**config.mk**
```make
export PLATFORM = sky130hd
export DESIGN_NAME = issue_queue
export DESIGN_NICKNAME = d
export VERILOG_FILES = /design/src/rtl/issue_queue.sv
export SDC_FILE = /design/constraint.sdc
export NUM_CORES = 2
export LEC_CHECK = 0
export BUFFER_PORTS_ARGS = -buffer_cell sky130_fd_sc_hd__buf_4
export CAP_MARGIN = 25
export CORE_ASPECT_RATIO = 1.2
export CORE_UTILIZATION = 46
export DETAILED_ROUTE_END_ITERATION = 6
export GPL_TIMING_DRIVEN = 0
export SYNTH_ARGS = -nofsm -noshare
export SYNTH_HDL_FRONTEND = slang
export SYNTH_SLANG_ARGS = --single-unit
```
**constraint.sdc**
```tcl
create_clock -name clk -period 22.5 [get_ports clk]
set_input_delay 2.25 -clock clk [delete_from_list [all_inputs] [get_ports clk]]
set_output_delay 2.25 -clock clk [all_outputs]
set_load 0.01 [all_outputs]
```
**src/rtl/issue_queue.sv**
```systemverilog
// Age-ordered reservation station for one execution lane: holds renamed uops until
// both operands are woken, then issues the oldest ready entry (by sqN) each cycle.
module issue_queue #(
  parameter int SIZE    = 8,
  parameter int NUM_WBS = 4,
  parameter int UOP_W   = 100
) (
  input  logic                       clk,
  input  logic                       rst,
  input  logic                       IN_uopValid,
  input  logic [UOP_W-1:0]           IN_uop,
  input  logic                       IN_availA,
  input  logic                       IN_availB,
  input  logic [NUM_WBS-1:0]         IN_wbHasResult,
  input  logic [NUM_WBS*7-1:0]       IN_wbTag,
  input  logic                       IN_invalidate,
  input  logic [6:0]                 IN_invalidateSqN,
  input  logic                       IN_stall,
  output logic                       OUT_full,
  output logic [$clog2(SIZE+1)-1:0]  OUT_count,
  output logic                       OUT_uopValid,
  output logic [UOP_W-1:0]           OUT_uop
);
  localparam int IW = $clog2(SIZE);
  localparam int CW = $clog2(SIZE+1);

  logic [SIZE-1:0]             valid;
  logic [SIZE-1:0]             avail_a, avail_b;
  logic [SIZE-1:0][UOP_W-1:0]  q_uop;
  logic [SIZE-1:0][6:0]        sqn;
  logic [SIZE-1:0]             flush, cand, wake_a, wake_b;

  // Immediate tags (bit6) never match a writeback.
  function automatic logic wb_match(input logic [6:0] tag, input logic [NUM_WBS-1:0] has,
                                    input logic [NUM_WBS*7-1:0] tags);
    logic m;
    m = 1'b0;
    for (int j = 0; j < NUM_WBS; j++)
      if (has[j] && tags[j*7 +: 7] == tag) m = 1'b1;
    return m && !tag[6];
  endfunction

  function automatic logic older(input logic [6:0] x, input logic [6:0] y);
    logic [6:0] d;
    d = x - y;
    return d[6];
  endfunction

  function automatic logic younger_than_inv(input logic [6:0] x, input logic [6:0] inv);
    logic [6:0] d;
    d = x - inv;
    return !d[6] && (d != 7'd0);
  endfunction

  for (genvar i = 0; i < SIZE; i++) begin : g_ent
    assign sqn[i]    = q_uop[i][50:44];
    assign flush[i]  = valid[i] && IN_invalidate && younger_than_inv(sqn[i], IN_invalidateSqN);
    assign cand[i]   = valid[i] && avail_a[i] && avail_b[i] && !flush[i];
    assign wake_a[i] = wb_match(q_uop[i][66:60], IN_wbHasResult, IN_wbTag);
    assign wake_b[i] = wb_match(q_uop[i][58:52], IN_wbHasResult, IN_wbTag);
  end

  logic          sel_found;
  logic [IW-1:0] sel_idx;
  logic [IW-1:0] free_idx;
  logic [CW-1:0] cnt;

  always_comb begin
    sel_found = 1'b0;
    sel_idx   = '0;
    free_idx  = '0;
    cnt       = '0;
    for (int i = 0; i < SIZE; i++) begin
      if (cand[i] && (!sel_found || older(sqn[i], sqn[sel_idx]))) begin
        sel_found = 1'b1;
        sel_idx   = IW'(i);
      end
      cnt = cnt + CW'(valid[i]);
    end
    for (int i = SIZE-1; i >= 0; i--)
      if (!valid[i]) free_idx = IW'(i);
  end

  assign OUT_full  = &valid;
  assign OUT_count = cnt;

  // Incoming uop: readiness folds in same-cycle wakeups so none are lost.
  logic in_flush, enq, issue, in_a, in_b, out_flush;
  assign in_flush  = IN_invalidate && younger_than_inv(IN_uop[50:44], IN_invalidateSqN);
  assign enq       = IN_uopValid && !OUT_full && !in_flush;
  assign issue     = !IN_stall && sel_found;
  assign in_a      = IN_availA | IN_uop[66] | wb_match(IN_uop[66:60], IN_wbHasResult, IN_wbTag);
  assign in_b      = IN_availB | IN_uop[58] | IN_uop[51] |
                     wb_match(IN_uop[58:52], IN_wbHasResult, IN_wbTag);
  assign out_flush = IN_invalidate && younger_than_inv(OUT_uop[50:44], IN_invalidateSqN);

  always_ff @(posedge clk) begin
    if (rst) begin
      valid        <= '0;
      OUT_uopValid <= 1'b0;
      OUT_uop      <= '0;
    end else begin
      for (int i = 0; i < SIZE; i++)
        if (flush[i] || (issue && sel_idx == IW'(i))) valid[i] <= 1'b0;
      if (enq) valid[free_idx] <= 1'b1;
      if (!IN_stall) begin
        OUT_uopValid <= sel_found;
        if (sel_found) OUT_uop <= q_uop[sel_idx];
      end else if (out_flush) begin
        OUT_uopValid <= 1'b0;
      end
    end
  end

  // Payload and readiness need no reset: they are only meaningful under valid.
  always_ff @(posedge clk) begin
    for (int i = 0; i < SIZE; i++) begin
      if (wake_a[i]) avail_a[i] <= 1'b1;
      if (wake_b[i]) avail_b[i] <= 1'b1;
    end
    if (enq) begin
      q_uop[free_idx]   <= IN_uop;
      avail_a[free_idx] <= in_a;
      avail_b[free_idx] <= in_b;
    end
  end
endmodule
```
==> summary.md <==
| Metric | Value |
|---|---|
| Vias in the first global route | approximately 32000 |
| Top delay family on crit path | compound AO/OA/AOI/OAI gates |
| I/O Pins | about 250 |
| Leak | about 19 nW |
| Worst Setup SP | IN_invalidateSqN[1] |
| # rows | 126 |
| Crit Path Max Fanout | 10 |
| Initial Util | 46.7% |
| Worst reg2reg path depth | between 90 and 100 |
| CTS Buffer Depth | 3 |
| Vias | 33700 |
| Synth Flop Type | edfxtp_1 |
| CP peak stage delay | 540 ps |
| WHS Path Cells | 2 |
| Total gr overflow | 0 |
| Worst setup path end | valid[0]$_SDFF_PP0_ |
| Largest net degree at the start of global routing | 57 |
| Yosys warnings | 0 |
| Critical path buffers and inverters | 14 |
| Hpwl dp | 108000 um |
| Placed insts | 5377 |
| Pre-CTS setup slack | -4580 ps |
| Mapped Avg Cell Area | 12.1 um^2 |
| Layout cells sized above 1 | 14.6% |
| Max H-tree Level | 3 |
| WP depth | 96 |
| Initial antenna violation count | 14 |
| Maxcap violations | 0 |
| Crit Reg-Reg Startpoint | q_uop[44]$_DFFE_PP_ |
| Post-Syn Area | 46200 um^2 |
| Fin cells | 5578 |
| Crit Path Class | input pin to flip-flop |
| Clk sinks | 925 |
| Slew HR | 17.6% |
| Hold WS | just over 500 ps |
| Final hold vios | 0 |
| Count of final setup violators | 0 |
| Setup Skew | 32.6 ps |
| Status | complete, no violations |
| Worst path most repeated cell | a21o_1 |
| Slew @ Worst Pin | roughly 1200 ps |
| Critical path endpoint category | flip-flop |
| Port bufs | 217 |
| Hold_buf cts | 0 |
| Setup slack after layout | 987 ps |
| Area added between synthesis and finish | 16.7% |
| Post-Syn Instances | around 3800 |
| Routed WL per cell | 28.2 um |
| Die area | 102000 um^2 |
| GRT met1 Usage | 38.2% |
| Fmax achieved | 46.5 MHz |
| Crit share post-route | 95.6% |
| Pwr dens | 73.8 nW/um^2 |
| M2 GR Usage | 48.6% |
| TritonCTS Buffers | between 90 and 100 |
| Die Ht | 349 um |
| Slew Viols, Final | 0 |
| Type of origin of the critical path | input pin |
| Asr flop ratio synth | 0% |
| CTS tree | yes |
| First DRT Iteration DRCs | roughly 3000 |
| Arrival time worst endpoint | between 20000 and 25000 ps |
| Total Wirelength | 157000 um |
| Vias/cell | between 6 and 7 |
| End of the worst register-to-register path | valid[0]$_SDFF_PP0_ |
| Post-Syn Nets | ~4000 |
| Final routed DRC violation total | 0 |
| Total global-route track usage | 30.2% |
| Root Buffer | clkbuf_16 |
| Tmin final | 21510 ps |
| Worst Path Required | 23010 ps |
| Crit path max-delay cell type | o41ai_4 |
| Min-Delay Path Class | flip-flop to flip-flop |
| Grt met3 use | 6.59% |
| Post-synth EDFFs | 800 |
| First-pass GRT wire length | 223000 um |
| Antenna-violating nets left | 0 |
| GP Congestion | slightly below 1 |
| DRT Pass-1 Iters | 6 |
| Core footprint | 99000 um^2 |
| Busiest grt layer | met2 |
| Sequential area share after synthesis | 57.4% |
| Synthesized flop and latch total | 925 |
| NumNets Final | 4475 |
| Reg-to-reg slack, setup | 2220 ps |
| Clock transition at path regs | 60 ps |
| Distinct cells, synth | 93 |
| Peak supply drop | 0.0000770 V |
| Clk_lat worst skew | 670 ps |
| Chip Width | 291 um |
==> registers in the layout (all words and copies together) (netlist names) <==
signal and flops:
valid 8, avail_b 8, OUT_uop 100, OUT_uopValid 1, avail_a 8, q_uop 800
==> placed cells by master, fill, tap and decap left out, types with 99 or more instances in the layout <==
cell      Yosys  routed
buf_4        13     255
o21ai_0     127     125
xnor2_1     130     130
clkbuf_1    204     180
nor3_1      132     130
ha_1         99      99
mux2i_1     160     160
a22oi_1     193     193
xor2_1      420     420
dfxtp_1     125     125
nor2_1      142     135
edfxtp_1    800     800
nand2_1     275     274
==> Yosys cell counts (43+ instances only) <==
cell type	count	area share, %
edfxtp_1	800	52
xor2_1	420	8.0
nand2_1	275	2.2
clkbuf_1	204	1.7
a22oi_1	193	3.1
mux2i_1	160	3.5
nor2_1	142	1.2
nor3_1	132	1.4
xnor2_1	130	2.5
o21ai_0	127	1.4
dfxtp_1	125	5.4
ha_1	99	2.7
a21oi_1	91	0.99
nand4_1	87	1.2
inv_1	72	0.59
o21ai_1	72	0.78
nor4_1	70	0.95
buf_1	60	0.49
a211o_1	57	1.1
o211ai_1	53	0.86
a22o_1	43	0.82
==> metal layers <==
metal | vias up | part of all wire [%]
li1 | 15100 | -
met1 | 16600 | 40
met2 | 1596 | 46
met3 | 398 | 8.6
met4 | 24 | 5.4
met5 | - | 0.10
==> final cells by class <==
cell class	count	area, um^2
clock inverter	40	410
timing repair buffer	293	2650
inverter	72	284
multi-input combinational	2487	18100
clock buffer	135	2710
tap	1280	1600
antenna	3	7.51
buffer	343	1580
fill	8445	45100
sequential	925	26500
==> per-stage QoR <==
| stage | util [%] | TNS, ps | area (um^2) | total power, mW |
|---|---|---|---|---|
| finish | 54.5 | 0 | 53900 | 3.98 |
| global route | 54.5 | -245 | 53900 | 4.09 |
| CTS | 54.0 | 0 | 53500 | 3.98 |
| detailed placement | 50.8 | -441790 | 50300 | 2.41 |
| global placement | 49.9 | -522120 | 49400 | 2.40 |
| floorplan | - | 0 | 46200 | 2.23 |
==> how the worst min path moves through the flow <==
stage	from	to	slack [ps]
after floorplan	avail_b[2]$_DFF_P_	avail_b[2]$_DFF_P_	470
after global placement	avail_b[2]$_DFF_P_	avail_b[2]$_DFF_P_	480
after detailed placement	avail_b[2]$_DFF_P_	avail_b[2]$_DFF_P_	490
after CTS	avail_b[2]$_DFF_P_	avail_b[2]$_DFF_P_	510
after global routing	OUT_uop[6]$_SDFFE_PP0P_	OUT_uop[6]$_SDFFE_PP0P_	540
final	avail_b[2]$_DFF_P_	avail_b[2]$_DFF_P_	510
==> worst reg2reg max path: cells and delay by family (launching register included) <==
family / cells / cell delay, ps
AOI/OAI and AO/OA: 40 / 8180
xor gates and xnor gates: 2 / 830
muxes: 1 / 100
DFF: 1 / 560
buffers and inverters: 14 / 2940
adders and majority gates: 8 / 2190
and+or+nand+nor: 32 / 5310
==> where the power goes <==
| group | internal [mW] | total, mW | leakage (nW) | switching (mW) |
|---|---|---|---|---|
| combinational | 0.162 | 0.444 | 9.48 | 0.282 |
| clock | 0.918 | 1.58 | 1.53 | 0.667 |
| sequential | 1.92 | 1.95 | 8.26 | 0.0331 |
==> logic make-up (layout without fill, tap and decap cells) <==
group / Yosys count / count (layout) / synth area share (%)
AO/OA/AOI/OAI: 830 / 830 / 12.6
XOR/XNOR: 552 / 552 / 10.5
other: 0 / 3 / 0
AND/OR/NAND/NOR: 823 / 823 / 8.61
adder cells (fa/ha/maj): 113 / 113 / 3.29
buffers and inverters: 418 / 883 / 3.82
flip-flops: 925 / 925 / 57.4
multiplexers: 169 / 169 / 3.74
==> what timing repair did <==
| action | 4_1_cts | 5_1_grt |
|---|---|---|
| buffers inserted | 3 | 19 |
| gates cloned | 0 | 0 |
| hold endpoints to repair | 0 | 0 |
| resized for setup | 43 | 80 |
| setup endpoints to repair | 108 | 108 |
| pin swaps | 1 | 8 |
(Power assumes the default switching activity.)
